===== config.mk =====
export PLATFORM = sky130hd
export DESIGN_NAME = uart_fifo
export DESIGN_NICKNAME = d
export VERILOG_FILES = /design/src/rtl/uart_pkg.sv /design/src/rtl/uart_baudrate_gen.sv /design/src/rtl/uart_sync_fifo.sv /design/src/rtl/uart_fifo.sv
export SDC_FILE = /design/constraint.sdc
export NUM_CORES = 1
export LEC_CHECK = 0
export ABC_AREA = 1
export CELL_PAD_IN_SITES_DETAIL_PLACEMENT = 2
export CELL_PAD_IN_SITES_GLOBAL_PLACEMENT = 2
export CORE_UTILIZATION = 38
export CTS_CLUSTER_DIAMETER = 30
export DETAILED_ROUTE_END_ITERATION = 10
export PLACE_DENSITY_LB_ADDON = 0.1
export REMOVE_ABC_BUFFERS = 1
export SLEW_MARGIN = 20
export SYNTH_ARGS = -nofsm -noshare
export SYNTH_HDL_FRONTEND = slang
export SYNTH_SLANG_ARGS = --single-unit
export TNS_END_PERCENT = 10

===== constraint.sdc =====
create_clock -name clk -period 2.2 [get_ports clk]
set_input_delay 0.44 -clock clk [delete_from_list [all_inputs] [get_ports clk]]
set_output_delay 0.44 -clock clk [all_outputs]
set_load 0.02 [all_outputs]

===== src/rtl/uart_pkg.sv =====
// Shared types, constants and helpers for the full-duplex FIFO-buffered UART.
package uart_pkg;

   localparam int unsigned OVERSAMPLE = 16;

   typedef enum logic [1:0] {PAR_NONE = 2'd0, PAR_ODD = 2'd1, PAR_EVEN = 2'd2} parity_t;

   typedef enum logic [2:0] {TxIdle, TxStart, TxData, TxParity, TxStop} tx_state_t;
   typedef enum logic [2:0] {RxIdle, RxStart, RxData, RxParity, RxStop} rx_state_t;

   // Parity bit that gives the frame the requested odd/even count of ones.
   function automatic logic parity_bit(logic [7:0] data, parity_t mode);
      return (mode == PAR_ODD) ? ~^data : ^data;
   endfunction

endpackage


===== src/rtl/uart_baudrate_gen.sv =====
// Oversampling tick generator: one-cycle pulse every DIV clocks.
module uart_baudrate_gen #(
   parameter int unsigned DIV = 54
) (
   input  logic clk,
   input  logic reset_n,
   output logic tick
);

   localparam int unsigned CW = (DIV > 1) ? $clog2(DIV) : 1;
   localparam logic [CW-1:0] LAST = CW'(DIV - 1);

   logic [CW-1:0] cnt_q;

   always_ff @(posedge clk or negedge reset_n) begin
      if (!reset_n) begin
         cnt_q <= '0;
      end else if (cnt_q == LAST) begin
         cnt_q <= '0;
      end else begin
         cnt_q <= cnt_q + CW'(1);
      end
   end

   assign tick = (cnt_q == LAST);

endmodule


===== src/rtl/uart_sync_fifo.sv =====
// Synchronous first-word-fall-through FIFO, depth 2**AW, extra pointer MSB for full/empty.
module uart_sync_fifo #(
   parameter int unsigned WIDTH = 8,
   parameter int unsigned AW    = 4
) (
   input  logic             clk,
   input  logic             reset_n,
   input  logic             push,
   input  logic [WIDTH-1:0] wdata,
   input  logic             pop,
   output logic [WIDTH-1:0] rdata,
   output logic             full,
   output logic             empty
);

   localparam int unsigned DEPTH = 2 ** AW;

   logic [WIDTH-1:0] mem_q [DEPTH];
   logic [AW:0]      wptr_q, rptr_q;
   logic             do_push, do_pop;

   assign empty   = (wptr_q == rptr_q);
   assign full    = (wptr_q[AW] != rptr_q[AW]) && (wptr_q[AW-1:0] == rptr_q[AW-1:0]);
   assign do_push = push && !full;
   assign do_pop  = pop && !empty;
   assign rdata   = mem_q[rptr_q[AW-1:0]];

   always_ff @(posedge clk) begin
      if (do_push) begin
         mem_q[wptr_q[AW-1:0]] <= wdata;
      end
   end

   always_ff @(posedge clk or negedge reset_n) begin
      if (!reset_n) begin
         wptr_q <= '0;
         rptr_q <= '0;
      end else begin
         if (do_push) wptr_q <= wptr_q + (AW+1)'(1);
         if (do_pop)  rptr_q <= rptr_q + (AW+1)'(1);
      end
   end

endmodule


===== src/rtl/uart_fifo.sv =====
// Full-duplex UART with TX/RX FIFOs, 16x oversampled receiver and per-byte error flags.
module uart_fifo
   import uart_pkg::*;
#(
   parameter real         CLK_FREQ = 100_000_000.0,
   parameter int unsigned BAUDRATE = 115_200,
   parameter int unsigned DATA_BIT = 8,
   parameter int unsigned STOP_BIT = 1,
   parameter int unsigned PARITY   = 0,
   parameter int unsigned FIFO_AW  = 4
) (
   input  logic                clk,
   input  logic                reset_n,
   input  logic                tx_wr,
   input  logic [DATA_BIT-1:0] tx_data,
   output logic                tx_full,
   output logic                tx_idle,
   input  logic                rx_rd,
   output logic [DATA_BIT-1:0] rx_data,
   output logic                rx_frame_err,
   output logic                rx_parity_err,
   output logic                rx_empty,
   output logic                rx_overrun,
   input  logic                err_clr,
   input  logic                rx,
   output logic                tx
);

   localparam int          DIV_R     = $rtoi(CLK_FREQ / (real'(OVERSAMPLE) * BAUDRATE) + 0.5);
   localparam int unsigned DIV       = (DIV_R < 1) ? 32'd1 : unsigned'(DIV_R);
   localparam parity_t     PAR       = parity_t'(2'(PARITY));
   localparam logic [2:0]  LAST_BIT  = 3'(DATA_BIT - 1);
   localparam logic [2:0]  LAST_STOP = 3'(STOP_BIT - 1);
   localparam logic [3:0]  TICK_LAST = 4'(OVERSAMPLE - 1);
   localparam logic [3:0]  TICK_MID  = 4'(OVERSAMPLE / 2 - 1);

   logic tick;

   uart_baudrate_gen #(.DIV(DIV)) u_baud (.clk(clk), .reset_n(reset_n), .tick(tick));

   // ---------------- TX ----------------
   logic [DATA_BIT-1:0] txf_rdata, tx_shift_q;
   logic                txf_empty, tx_pop, tx_bit_done, tx_frame_done, tx_par_q, tx_q;
   logic [3:0]          tx_tick_q;
   logic [2:0]          tx_bit_q;
   tx_state_t           tx_state_q;

   uart_sync_fifo #(.WIDTH(DATA_BIT), .AW(FIFO_AW)) u_tx_fifo (
      .clk(clk), .reset_n(reset_n), .push(tx_wr), .wdata(tx_data), .pop(tx_pop),
      .rdata(txf_rdata), .full(tx_full), .empty(txf_empty)
   );

   assign tx_bit_done   = tick && (tx_tick_q == TICK_LAST);
   assign tx_frame_done = (tx_state_q == TxStop) && tx_bit_done && (tx_bit_q == LAST_STOP);
   // Popping at the end of the last stop bit chains frames with no idle gap.
   assign tx_pop        = !txf_empty && ((tx_state_q == TxIdle) || tx_frame_done);
   assign tx_idle       = txf_empty && (tx_state_q == TxIdle);
   assign tx            = tx_q;

   always_ff @(posedge clk or negedge reset_n) begin
      if (!reset_n) begin
         tx_state_q <= TxIdle;
         tx_tick_q  <= '0;
         tx_bit_q   <= '0;
         tx_shift_q <= '0;
         tx_par_q   <= 1'b0;
         tx_q       <= 1'b1;
      end else if (tx_pop) begin
         tx_state_q <= TxStart;
         tx_tick_q  <= '0;
         tx_bit_q   <= '0;
         tx_shift_q <= txf_rdata;
         tx_par_q   <= parity_bit(8'(txf_rdata), PAR);
         tx_q       <= 1'b0;
      end else if (tx_frame_done) begin
         tx_state_q <= TxIdle;
         tx_q       <= 1'b1;
      end else if (tick && tx_state_q != TxIdle) begin
         tx_tick_q <= tx_tick_q + 4'd1;
         if (tx_tick_q == TICK_LAST) begin
            unique case (tx_state_q)
               TxStart: begin
                  tx_state_q <= TxData;
                  tx_bit_q   <= '0;
                  tx_q       <= tx_shift_q[0];
                  tx_shift_q <= tx_shift_q >> 1;
               end
               TxData: begin
                  if (tx_bit_q == LAST_BIT) begin
                     tx_state_q <= (PAR != PAR_NONE) ? TxParity : TxStop;
                     tx_q       <= (PAR != PAR_NONE) ? tx_par_q : 1'b1;
                     tx_bit_q   <= '0;
                  end else begin
                     tx_bit_q   <= tx_bit_q + 3'd1;
                     tx_q       <= tx_shift_q[0];
                     tx_shift_q <= tx_shift_q >> 1;
                  end
               end
               TxParity: begin
                  tx_state_q <= TxStop;
                  tx_bit_q   <= '0;
                  tx_q       <= 1'b1;
               end
               TxStop:  tx_bit_q <= tx_bit_q + 3'd1;
               default: tx_state_q <= TxIdle;
            endcase
         end
      end
   end

   // ---------------- RX ----------------
   logic                rx_meta_q, rx_sync_q, rx_prev_q, rx_fall, rx_par_q;
   logic                rx_sample, rx_push, rx_perr, rxf_full, rx_overrun_q;
   logic [DATA_BIT-1:0] rx_shift_q;
   logic [DATA_BIT+1:0] rxf_wdata, rxf_rdata;
   logic [3:0]          rx_tick_q;
   logic [2:0]          rx_bit_q;
   rx_state_t           rx_state_q;

   always_ff @(posedge clk or negedge reset_n) begin
      if (!reset_n) begin
         rx_meta_q <= 1'b1;
         rx_sync_q <= 1'b1;
         rx_prev_q <= 1'b1;
      end else begin
         rx_meta_q <= rx;
         rx_sync_q <= rx_meta_q;
         rx_prev_q <= rx_sync_q;
      end
   end

   assign rx_fall   = rx_prev_q && !rx_sync_q;
   assign rx_sample = tick && (rx_tick_q == TICK_LAST);
   assign rx_push   = (rx_state_q == RxStop) && rx_sample;
   assign rx_perr   = (PAR != PAR_NONE) && (rx_par_q != parity_bit(8'(rx_shift_q), PAR));
   assign rxf_wdata = {rx_perr, !rx_sync_q, rx_shift_q};

   always_ff @(posedge clk or negedge reset_n) begin
      if (!reset_n) begin
         rx_state_q <= RxIdle;
         rx_tick_q  <= '0;
         rx_bit_q   <= '0;
         rx_shift_q <= '0;
         rx_par_q   <= 1'b0;
      end else begin
         unique case (rx_state_q)
            RxIdle: begin
               rx_tick_q <= '0;
               if (rx_fall) rx_state_q <= RxStart;
            end
            RxStart: if (tick) begin
               rx_tick_q <= rx_tick_q + 4'd1;
               if (rx_tick_q == TICK_MID) begin
                  rx_tick_q  <= '0;
                  rx_bit_q   <= '0;
                  rx_state_q <= rx_sync_q ? RxIdle : RxData;
               end
            end
            RxData: if (tick) begin
               rx_tick_q <= rx_tick_q + 4'd1;
               if (rx_tick_q == TICK_LAST) begin
                  rx_shift_q <= {rx_sync_q, rx_shift_q[DATA_BIT-1:1]};
                  rx_bit_q   <= rx_bit_q + 3'd1;
                  if (rx_bit_q == LAST_BIT) begin
                     rx_state_q <= (PAR != PAR_NONE) ? RxParity : RxStop;
                  end
               end
            end
            RxParity: if (tick) begin
               rx_tick_q <= rx_tick_q + 4'd1;
               if (rx_tick_q == TICK_LAST) begin
                  rx_par_q   <= rx_sync_q;
                  rx_state_q <= RxStop;
               end
            end
            RxStop: if (tick) begin
               rx_tick_q <= rx_tick_q + 4'd1;
               if (rx_tick_q == TICK_LAST) rx_state_q <= RxIdle;
            end
            default: rx_state_q <= RxIdle;
         endcase
      end
   end

   uart_sync_fifo #(.WIDTH(DATA_BIT + 2), .AW(FIFO_AW)) u_rx_fifo (
      .clk(clk), .reset_n(reset_n), .push(rx_push), .wdata(rxf_wdata), .pop(rx_rd),
      .rdata(rxf_rdata), .full(rxf_full), .empty(rx_empty)
   );

   // A dropped frame outranks a same-cycle clear.
   always_ff @(posedge clk or negedge reset_n) begin
      if (!reset_n) begin
         rx_overrun_q <= 1'b0;
      end else if (rx_push && rxf_full) begin
         rx_overrun_q <= 1'b1;
      end else if (err_clr) begin
         rx_overrun_q <= 1'b0;
      end
   end

   assign rx_overrun    = rx_overrun_q;
   assign rx_data       = rxf_rdata[DATA_BIT-1:0];
   assign rx_frame_err  = !rx_empty && rxf_rdata[DATA_BIT];
   assign rx_parity_err = !rx_empty && rxf_rdata[DATA_BIT+1];

endmodule


==> key figures, run 1 <==
STA
  – Fmax: 367.6 MHz
  – Setup-failing EPs final: 132
  – Final min period: 2.721 ns
  – Worst slew margin: 0.4991
  – Final worst setup slack: -0.5206 ns
  – Final Max Slew Viols: 0
  – Worst-margin pin slew: 0.7490 ns
  – Final setup TNS: -11.10 ns
  – RSZ-0062 raised after global routing: yes
  – Final worst-path cycle share: 1.237
  – Final number of hold-violating endpoints: 0
  – Fin Hold WS: 0.2626 ns
  – Skew final: 0.02918 ns

Layout
  – Filler instances: 3664
  – N_diodes: 0
  – Post-route cell area: 20420 um2
  – Layout Nets: 1591
  – Share of post-route cells with drive strength above 1: 0.2613
  – Area delta synth->final: 38.62%

CTS
  – Cts bufs inserted: 89
  – CTS tree: done
  – Clk_lat worst skew: 0.62 ns
  – Clock Tree Buf Depth: 3
  – Clk root buf: clkbuf_16
  – CTS Sinks: 339
  – # H-tree levels: 3
  – Clock-pin slew on the worst setup and hold paths: 0.05 ns

Setup path
  – Critical Path RT: 1.76 ns
  – Setup crit start: u_rx_fifo.rptr_q[0]
  – Crit start category: flop
  – Most frequent CP cell: o211ai_1
  – Reg2Reg Setup Slack: -0.12 ns
  – Critical path arrival: 2.28 ns
  – R2R depth: 12
  – Reg-to-reg critical path startpoint: u_rx_fifo.rptr_q[0]
  – Critical-path cell list: buf_12 > bufbuf_16 > o21ai_1 > o211ai_1 > o211ai_1 > nand2_1 > buf_6
  – Worst reg2reg path endpoint: u_rx_fifo.mem_q[14][7]
  – Crit Path Max Fanout: 8
  – Critical Path End: rx_data[4]
  – CP endpoint kind: output pin
  – Largest stage delay, worst path: 0.48 ns
  – CP max-delay cell: dfrtp_2
  – Setup CP Type: reg -> out

Yosys
  – Ys flop type: edfxtp_1
  – Synth cell types: 43
  – Synthesized flop and latch total: 339
  – YS warnings: 0
  – Mean Syn Cell Area: 10.79 um2
  – Async S/R FF share, synth: 0.1976
  – Post-synth EDFFs: 272
  – Cells after synthesis: 1365
  – Post-Syn Area: 14730 um2
  – Register area share after synthesis: 0.6685

Die
  – Initial core utilization: 0.3884
  – DIE WIDTH: 198.9 um
  – Die area: 39570 um2
  – IO Pins: 29
  – Rows: 71
  – DIE HEIGHT: 198.9 um
  – Core area: 37930 um2

Global route
  – Grt met2 use: 0.5013
  – First-pass GRT wire length: 79580 um
  – Initial antenna violation count: 0
  – GR Overflow Total: 0
  – Met3 Track Usage GR: 0.04357
  – Grt met1 use: 0.3130
  – Largest net degree at the start of global routing: 65
  – Gr busiest metal: met2
  – Vias in the first global route: 13041
  – Total track usage: 0.2720

Worst hold path
  – Hold_sp: rx
  – Hold/Removal Path Class: in -> reg
  – Worst Hold Depth: 1

Power and ir drop
  – Int Pwr: 0.01763 W
  – Worst IR Drop VDD: 0.0007669 V
  – Seq pwr share: 0.318
  – Pwr dens: 1134 nW/um2
  – Comb pwr share: 0.070
  – P_sw: 0.005519 W
  – P_leak: 7.866 nW
  – Clock Power Share: 0.612
  – Net Sw Frac: 0.2384

Place
  – IO buf count: 27
  – Placed cell areas: 16400 um2
  – Post-place setup slack: -0.3619 ns
  – Gp weighted congestion: 0.7733
  – Final HPWL DP: 27960 um

Outcome
  – Outcome: complete, but fails checks
  – Failing checks: negative setup slack

Drt
  – DR vias: 11353
  – Antenna-violating nets left: 0
  – Total Routed Length: 54860 um
  – # DRC: 0
  – Iteration-0 DRC Markers: 653
  – Vias/cell: 5.303
  – Post-DR wirelength/cell: 25.62 um
  – DRT Pass-1 Iters: 5

Job
  – Max cap viols: 0
-- critical path: cells and delay by family, from the launching register on --
family | cells | cell delay (ns)
AND/OR/NAND/NOR | 1 | 0.12
buffers and inverters | 3 | 0.59
AO/OA/AOI/OAI | 3 | 0.48
flip-flops | 1 | 0.48
-- power by group through the flow --
stage          clock (W)  sequential, W  combinational [W]
2_1_floorplan          0        0.00745           0.000688
6_report          0.0142        0.00736            0.00162
3_3_place_gp           0        0.00743            0.00136
5_1_grt           0.0146        0.00738            0.00177
4_1_cts           0.0142        0.00735            0.00151
3_5_place_dp           0        0.00744            0.00142
-- cell families after synthesis --
kind of cell,Yosys count,synth area share
muxes,1,0.0007642
DFF,339,0.6685
and+or+nand+nor,618,0.1773
buffers and inverters,168,0.04772
xor gates and xnor gates,23,0.01367
AOI/OAI and AO/OA,196,0.07566
adders and majority gates,19,0.01613
other,1,0.0002545
-- layout by cell type (no fill, tap or decap), drive strengths merged --
cell type      instances
xor2                  17
ha                    19
clkbuf               113
dlygate4sd2            1
clkinvlp              10
mux2                   1
xnor2                  6
clkdlybuf4s50         13
o221ai                14
o211ai                22
o22ai                 10
a21oi                 16
clkinv                25
a21boi                 1
and3                   1
inv                  109
edfxtp               272
nor2                 220
nand2                284
or2                    2
dfstp                  4
and2                   1
bufinv                16
conb                   1
buf                  142
nand4                  3
o21ai                133
nor3                   2
dlygate4sd3            1
bufbuf                 3
dfrtp                 63
nand3                105
-- routing by layer --
layer	wire, um	vias up
li1	-	5078
met4	1665	0
met2	29480	276
met1	21840	5898
met3	1871	101
met5	0	-
-- state kept, by name, summed over array words and instances (netlist names), 3 cells and up --
register	cells
rx_shift_q	8
u_rx_fifo.mem_q	144
tx_bit_q	3
u_tx_fifo.wptr_q	5
u_tx_fifo.mem_q	128
tx_state_q	3
tx_shift_q	8
rx_tick_q	4
u_baud.cnt_q	6
rx_state_q	3
u_tx_fifo.rptr_q	5
tx_tick_q	4
u_rx_fifo.rptr_q	5
rx_bit_q	3
u_rx_fifo.wptr_q	5
-- Yosys cell counts (all sizes together), types with 2 or more instances --
| cell | n | area share |
|---|---|---|
| a21oi | 16 | 0.0057 |
| xor2 | 17 | 0.010 |
| ha | 19 | 0.016 |
| buf | 31 | 0.013 |
| o21ai | 133 | 0.046 |
| edfxtp | 272 | 0.55 |
| nand2 | 284 | 0.077 |
| nor2 | 220 | 0.059 |
| nor3 | 2 | 0.00068 |
| nand3 | 105 | 0.037 |
| nand4 | 3 | 0.0023 |
| or2 | 2 | 0.00085 |
| clkbuf | 29 | 0.0074 |
| o221ai | 14 | 0.0083 |
| clkinv | 2 | 0.00051 |
| inv | 106 | 0.027 |
| xnor2 | 6 | 0.0036 |
| dfstp | 4 | 0.0071 |
| o211ai | 22 | 0.011 |
| dfrtp | 63 | 0.11 |
| o22ai | 10 | 0.0042 |
-- cell type report --
| cell class | instances | area, um2 | share of cell area |
|---|---|---|---|
| Sequential cell | 339 | 9854 | 0.4825 |
| Multi-Input combinational cell | 858 | 4563 | 0.2234 |
| Clock buffer | 112 | 2487 | 0.1218 |
| Timing Repair Buffer | 161 | 1708 | 0.08362 |
| Clock inverter | 51 | 740.7 | 0.03627 |
| Tap cell | 511 | 639.4 | 0.03130 |
| Inverter | 108 | 426.7 | 0.02089 |
| Timing Repair inverter | 1 | 5.005 | 0.0002450 |
-- how the worst min path moves through the flow --
stage	to	slack, ns
CTS	rx_meta_q	0.25
global placement	rx_sync_q	0.35
global route	rx_meta_q	0.27
detailed placement	rx_sync_q	0.35
finish	rx_meta_q	0.26
floorplan	rx_bit_q[0]	0.14
-- what timing repair did --
item / CTS / global route
endpoints found under the hold margin: 29 / 0
pin swaps: 28 / 21
hold buffers: 1 / 0
gates cloned: 5 / 3
buffers inserted: 5 / 8
setup endpoints to repair: 24 / 155
gates resized for setup: 157 / 83
-- per-stage QoR --
stage	instances	utilization	power, W
2_1_floorplan	1305	-	0.008142
3_3_place_gp	1957	0.4325	0.008783
3_5_place_dp	1957	0.4325	0.008862
4_1_cts	2131	0.5290	0.02305
5_1_grt	2141	0.5384	0.02375
6_report	2141	0.5384	0.02315
Note: power is estimated with default switching activity, not from simulation.
==> run 2, diff against run 1 <==
CORE_UTILIZATION = 37   (was 38)
SYNTH_HIERARCHICAL = 1   (was unset)
==> run 2 against run 1 <==
  * The flow still finishes with violations (negative setup slack)
  * Global-route usage down 0.51 points
  * Critical path type unchanged
  * Clock power down 9.9%
  * Register-to-register slack better by 0.05 ns
  * Largest power group unchanged
==> key figures, run 2 <==
Yosys
  – Top-count cell post-synth: nand2_1 (was edfxtp_1)
  – Ys flop type: edfxtp_1 (unchanged)
  – Largest cells by area after synthesis: edfxtp_1 (55%), nand2_1 (10%), dfrtp_1 (10%), nor2_1 (6.0%), o21ai_0 (4.0%) (was edfxtp_1 (55%), dfrtp_1 (11%), nand2_1 (6.8%), nor2_1 (5.5%), o21ai_0 (4.2%))
  – Post-synth EDFFs: 288 (was 272)
  – Register area share after synthesis: 0.6590 (was 0.6685)
  – Synthesized flop and latch total: 355 (was 339)
  – Top-area cell type share of the netlist area: 0.5517 (was 0.5543)
  – Synth cell types: 42 (was 43)
  – Commonest cells in the netlist: nand2_1 (431), edfxtp_1 (288), nor2_1 (249), o21ai_0 (124), nand3_1 (105) (was edfxtp_1 (272), nand2_1 (266), nor2_1 (214), o21ai_0 (124), nand3_1 (102))
  – Async S/R FF share, synth: 0.1887 (was 0.1976)
  – Cell taking the most area after synthesis: edfxtp_1 (unchanged)
  – Post-Syn Area: 15680 um2 (was 14730 um2)
  – Cells after synthesis: 1541 (was 1365)
  – Mean Syn Cell Area: 10.17 um2 (was 10.79 um2)
  – YS warnings: 6 (was 0)

Setup path
  – CP max-delay cell: dfrtp_2 (unchanged)
  – Critical Path RT: 1.76 ns (about the same)
  – Crit Path Max Fanout: 6 (was 8)
  – Critical path arrival: 2.33 ns (was 2.28 ns)
  – Crit path max-delay family: buffers and inverters (unchanged)
  – CP endpoint kind: output pin (unchanged)
  – R2R depth: 10 (was 12)
  – Critical-path cell list: buf_12 > buf_12 > buf_8 > nor2_4 > nor2_1 > o21ai_1 > nand2_1 > nand2_1 > nand2_1 > inv_2 > nand2_4 > inv_4 > nor2_4 > buf_6 (was buf_12 > bufbuf_16 > o21ai_1 > o211ai_1 > o211ai_1 > nand2_1 > buf_6)
  – Crit start category: flop (unchanged)
  – Reg-to-reg critical path startpoint: u_rx_fifo/rptr_q[1] (was u_rx_fifo.rptr_q[0])
  – Reg2Reg Setup Slack: -0.07 ns (was -0.12 ns)
  – Most frequent CP cell: nand2_1 (was o211ai_1)
  – Largest stage delay, worst path: 0.44 ns (was 0.48 ns)
  – Worst reg2reg path endpoint: u_rx_fifo/mem_q[0][2] (was u_rx_fifo.mem_q[14][7])
  – Setup CP Type: reg -> out (unchanged)
  – Worst path bufs/invs: 6 (was 3)

Layout
  – N_diodes: 0 (unchanged)
  – Most common cell after layout, fill and taps aside: nand2_1 (was edfxtp_1)
  – Layout Nets: 1811 (was 1591)
  – Final non-filler cell total: 2390 (was 2141)
  – Share of post-route cells with drive strength above 1: 0.2566 (was 0.2613)
  – Area delta synth->final: 37.27% (was 38.62%)
  – Most frequent cells in the layout: nand2_1 (401), edfxtp_1 (288), nor2_1 (216) (was edfxtp_1 (272), nand2_1 (255), nor2_1 (182))
  – Max reg flops: 160 (was 144)

Place
  – IO buf count: 28 (was 27)
  – Final HPWL DP: 31480 um (was 27960 um)
  – Gp weighted congestion: 0.7636 (was 0.7733)
  – Inst Count DP: 2191 (was 1957)

Drt
  – Total Routed Length: 58020 um (was 54860 um)
  – # DRC: 0 (unchanged)
  – DR vias: 12470 (was 11353)
  – Iteration-0 DRC Markers: 583 (was 653)
  – Antenna-violating nets left: 0 (unchanged)
  – Post-DR wirelength/cell: 24.27 um (was 25.62 um)
  – Vias/cell: 5.218 (was 5.303)
  – DRT Pass-1 Iters: 4 (was 5)

STA
  – Fmax: 361.5 MHz (was 367.6 MHz)
  – Fin Hold WS: 0.2558 ns (was 0.2626 ns)
  – Final min period: 2.766 ns (was 2.721 ns)
  – Setup-failing EPs final: 158 (was 132)
  – Worst slew margin: 0.3977 (was 0.4991)
  – Final worst setup slack: -0.5661 ns (was -0.5206 ns)
  – RSZ-0062 raised after global routing: yes (unchanged)
  – Worst-margin pin slew: 0.9034 ns (was 0.7490 ns)
  – Final worst-path cycle share: 1.257 (was 1.237)
  – Final number of hold-violating endpoints: 0 (unchanged)
  – Skew final: 0.03541 ns (was 0.02918 ns)
  – Final Max Slew Viols: 0 (unchanged)

Die
  – Die area: 43200 um2 (was 39570 um2)
  – DIE HEIGHT: 207.8 um (was 198.9 um)
  – Core area: 41850 um2 (was 37930 um2)
  – Rows: 75 (was 71)
  – DIE WIDTH: 207.8 um (was 198.9 um)
  – Initial core utilization: 0.3746 (was 0.3884)
  – IO Pins: 29 (unchanged)

CTS
  – Clock-pin slew on the worst setup and hold paths: 0.05 ns (about the same)
  – Clk_lat worst skew: 0.63 ns (was 0.62 ns)
  – Cts bufs inserted: 92 (was 89)
  – CTS tree: done (unchanged)
  – Clock Tree Buf Depth: 3 (unchanged)
  – # H-tree levels: 3 (unchanged)
  – Clk root buf: clkbuf_16 (unchanged)
  – CTS Sinks: 355 (was 339)

Power and ir drop
  – Clock Power Share: 0.517 (was 0.612)
  – P_sw: 0.007294 W (was 0.005519 W)
  – Comb pwr share: 0.162 (was 0.070)
  – Net Sw Frac: 0.2958 (was 0.2384)
  – Worst IR Drop VDD: 0.0009043 V (was 0.0007669 V)
  – Pwr dens: 1146 nW/um2 (was 1134 nW/um2)
  – Seq pwr share: 0.320 (was 0.318)
  – P_leak: 8.544 nW (was 7.866 nW)
  – Int Pwr: 0.01737 W (was 0.01763 W)

Global route
  – First-pass GRT wire length: 86440 um (was 79580 um)
  – Initial antenna violation count: 0 (unchanged)
  – Total track usage: 0.2670 (was 0.2720)
  – Vias in the first global route: 14431 (was 13041)
  – GR Overflow Total: 0 (unchanged)
  – Largest net degree at the start of global routing: 66 (was 65)

Worst hold path
  – Hold_sp: rx (unchanged)
  – Worst Hold Depth: 1 (unchanged)
  – Hold/Removal Path Class: in -> reg (unchanged)
  – Hold Path End: rx_meta_q (unchanged)

Outcome
  – Outcome: complete, but fails checks (unchanged)
  – Failing checks: negative setup slack (unchanged)

Job
  – Max cap viols: 0 (unchanged)
[run 2: worst max-delay path by stage]
| stage | from | end | slack [ns] | depth (start not counted) |
|---|---|---|---|---|
| floorplan | u_rx_fifo/rptr_q[0] | rx_frame_err | -1.52 | 7 |
| global placement | u_rx_fifo/rptr_q[0] | rx_frame_err | -0.27 | 10 |
| detailed placement | u_rx_fifo/rptr_q[0] | rx_parity_err | -0.35 | 10 |
| CTS | u_rx_fifo/rptr_q[0] | rx_parity_err | -0.49 | 14 |
| global route | u_rx_fifo/rptr_q[0] | rx_frame_err | -0.66 | 14 |
| finish | u_rx_fifo/rptr_q[0] | rx_frame_err | -0.57 | 14 |
[run 2: what timing repair did]
item                                    in CTS  in global routing
hold buffers                                 1                  0
cloned                                       6                  4
setup buffers                               17                  4
resized for setup                          231                 68
endpoints found under the setup margin     176                196
hold endpoints to repair                    19                  0
pin swaps                                   45                 25
[run 2: area by class of cell]
type	count	area [um2]
Inverter	95	386.6
Tap cell	539	674.4
Clock buffer	117	2416
Fill cell	4162	20330
Multi-Input combinational cell	1048	5182
Clock inverter	50	489.2
Sequential cell	355	10330
Timing Repair Buffer	186	2036
[run 2: stage by stage]
| stage | util | setup TNS [ns] | setup slack (ns) | total power [W] | cell area, um2 |
|---|---|---|---|---|---|
| after floorplan | - | -359.84 | -1.519 | 0.01018 | 15410 |
| after global placement | 0.4198 | -13.73 | -0.2731 | 0.01163 | 17570 |
| after detailed placement | 0.4198 | -20.89 | -0.3500 | 0.01185 | 17570 |
| after CTS | 0.5059 | -11.09 | -0.4919 | 0.02480 | 21170 |
| after global routing | 0.5141 | -21.07 | -0.6621 | 0.02567 | 21520 |
| final | 0.5141 | -9.640 | -0.5661 | 0.02466 | 21520 |
[run 2: power by group through the flow]
stage | sequential [W] | clock [W] | combinational, W
after floorplan | 0.00813 | 0 | 0.00205
after global placement | 0.00797 | 0 | 0.00366
after detailed placement | 0.00800 | 0 | 0.00385
after CTS | 0.00791 | 0.0128 | 0.00406
after global routing | 0.00794 | 0.0133 | 0.00444
final | 0.00790 | 0.0128 | 0.00400
[run 2: kinds of logic (layout without fill, tap and decap cells)]
group | count (synthesis) | count (layout) | share of synthesized area
AO/OA/AOI/OAI | 168 | 168 | 0.05435
XOR/XNOR | 14 | 14 | 0.007822
adder cells (fa/ha/maj) | 19 | 19 | 0.01516
buffers and inverters | 154 | 448 | 0.04358
flip-flops | 355 | 355 | 0.6590
multiplexers | 1 | 1 | 0.0007183
other | 1 | 16 | 0.0002392
AND/OR/NAND/NOR | 829 | 830 | 0.2192
[run 2: layer usage]
metal,part of all wire,wire (um),vias to the layer above,track usage
li1,-,-,5643,-
met1,0.37,21570,6441,0.2842
met2,0.56,32700,275,0.5112
met3,0.033,1906,111,0.04145
met4,0.032,1837,0,0.1259
met5,0,0,-,0
==> RTL change, RTL diff (config.mk and constraints of run 2) <==
Encoding of `tx_state_t`: now one-hot (5 bits for 5 states).
--- a/src/rtl/uart_pkg.sv
+++ b/src/rtl/uart_pkg.sv
@@ -6,5 +6,5 @@
    typedef enum logic [1:0] {PAR_NONE = 2'd0, PAR_ODD = 2'd1, PAR_EVEN = 2'd2} parity_t;
 
-   typedef enum logic [2:0] {TxIdle, TxStart, TxData, TxParity, TxStop} tx_state_t;
+   typedef enum logic [4:0] {TxIdle = 5'b00001, TxStart = 5'b00010, TxData = 5'b00100, TxParity = 5'b01000, TxStop = 5'b10000} tx_state_t;
    typedef enum logic [2:0] {RxIdle, RxStart, RxData, RxParity, RxStop} rx_state_t;
 
Function: same outputs for any inputs over 4 cycles, from zero or initial values and one cycle with reset_n low; so few cycles prove little.
==> RTL change against run 2 <==
  * The flow still finishes with violations (setup timing)
  * Setup slack got worse by 0.29 ns
  * Final area rose by 3.6%
  * Sequential cell count rose by 1
  * Wire length rose by 7.9%
  * Hold slack got worse by 0.013 ns
  * Area after synthesis rose by 1.1%
  * Fmax fell by 9.3%
  * Via count rose by 3.2%
  * Critical path type unchanged
  * Critical endpoint is now rx_parity_err
Power is not compared: it rests on default switching activity, and its combinational part moved more than twofold at a synthesized area within 25%.
==> RTL change: results (changes against run 2) <==
metric	value	unit	change
run status	finished with violations		
violated checks	setup timing		
TNS Setup	-25.90	ns	-16.26 ns
Final Net Count	1838		+1.5%
Lkg Pwr	0.00897	uW	
Distinct cells, synth	40		-4.8%
worst hold path class	in -> reg		
Placement Cell Area	17800	sq um	+1.2%
worst-path fanout max	12		+6
CTS Buf Count	97		+5.4%
Reg-to-Reg Start	u_rx_fifo/rptr_q[0]		
antenna violations before repair	2		+2
yosys warns	6		unchanged
Final HPWL DP	31600	um	+0.39%
DR vias	12900		+3.2%
Pre-antenna DRT Iters	5		+1
Synth async-reset ratio	19.1	%	+0.23 points
violation count after the first detailed-route iteration	594		+1.9%
Largest stage delay, worst path	0.47	ns	+0.03 ns
first-pass GRT wire length	87900	um	+1.7%
GRT Util Overall	26.9	%	+0.22 points
RD Place Congestion	0.755		-1.1%
sequential area share after synthesis	65.4	%	-0.54 points
critical path data arrival time	2.61	ns	+0.28 ns
setup ws final	-0.851	ns	-0.285 ns
worst rel slew slack	22.9	%	-17 points
CP delay by family, top	simple AND/OR/NAND/NOR gates		
vias in the first global route	14600		+1.3%
CP max-delay cell	dfrtp_2		
Post-synth top cells	nand2_1, edfxtp_1, nor2_1, nand3_1, o21ai_0		
Area contributors post-synth	edfxtp_1, dfrtp_1, nand2_1		
final setup fails	157		-0.63%
H-tree Lvls	3		unchanged
Setup Skew	0.0373	ns	+0.00193 ns
share of cells above drive strength 1	27.6	%	+2.0 points
Clk Latency, worst-skew pair	0.64	ns	
average routed wire per standard cell	25.8	um	+6.1%
Longest Clk Path Bufs	3		unchanged
[RTL change: cells by family after synthesis]
logic type	count (synthesis)	share of synthesized area [%]
simple gates	842	22.9
other cells	1	0.0237
flops	356	65.4
mux	1	0.0711
fa+ha+maj	19	1.50
compound gates	154	4.89
buf+inv	161	4.52
xor+xnor	14	0.774
[RTL change: final timing paths]
check                                   endpoint  slack, ns  cells past startpoint
setup / recovery                   rx_parity_err      -0.85                     11
hold / removal                         rx_meta_q       0.24                      1
setup reg to reg           u_rx_fifo/mem_q[4][1]      -0.26                     14
hold reg to reg                        rx_sync_q       0.36                      0
max in group asynchronous          tx_state_q[0]       1.32                      3
min in group asynchronous        u_baud/cnt_q[0]       0.26                      2
[RTL change: repair_timing]
| item | CTS | global route |
|---|---|---|
| endpoints found under the setup margin | 186 | 197 |
| pin swaps | 31 | 42 |
| cloned | 5 | 5 |
| buffers inserted | 19 | 17 |
| hold endpoints to repair | 21 | 0 |
| hold buffers | 1 | 0 |
| gates resized for setup | 179 | 130 |
[RTL change: final cells by class]
class                           count  area, sq um
Antenna cell                        2         5.00
Clock buffer                      115         2540
Clock inverter                     68          785
Fill cell                        4096        19800
Inverter                          102          405
Multi-Input combinational cell   1047         5320
Sequential cell                   356        10400
Tap cell                          539          674
Timing Repair Buffer              201         2210
[RTL change: layer usage]
metal / vias to the layer above / part of all wire (%) / GRT usage, %
met4: 0 / 4.6 / 13.1
met3: 138 / 3.5 / 5.02
met2: 329 / 54 / 49.9
li1: 5720 / - / -
met5: - / 0 / 0
met1: 6677 / 38 / 29.4
[RTL change: metrics by stage]
stage,setup WS (ns),util (%),cells,hold slack (ns)
3_5_place_dp,-0.416,42.2,2202,0.350
6_report,-0.851,52.9,2430,0.243
2_1_floorplan,-1.52,-,1504,0.144
3_3_place_gp,-0.294,42.2,2202,0.351
5_1_grt,-0.854,52.9,2430,0.226
4_1_cts,-0.551,51.4,2409,0.233
[RTL change: worst reg2reg max path, stage by stage, from the launching register on]
cell and delay (ns):
dfrtp_2 0.48, buf_12 0.17, inv_12 0.07, buf_16 0.13, buf_8 0.12, buf_6 0.11, nand2_4 0.05, nand2_4 0.06
nor2_4 0.05, buf_6 0.12, nand3_4 0.11, buf_12 0.14, nand2_8 0.11, nor2_2 0.16, buf_4 0.24
[RTL change: power breakdown]
group          internal, uW  leakage, uW  switching (uW)  total [uW]
combinational           533      0.00417             936        1470
clock                  9850      0.00158            4680       14500
sequential             7550      0.00322             124        7670
total                 17900      0.00897            5740       23700
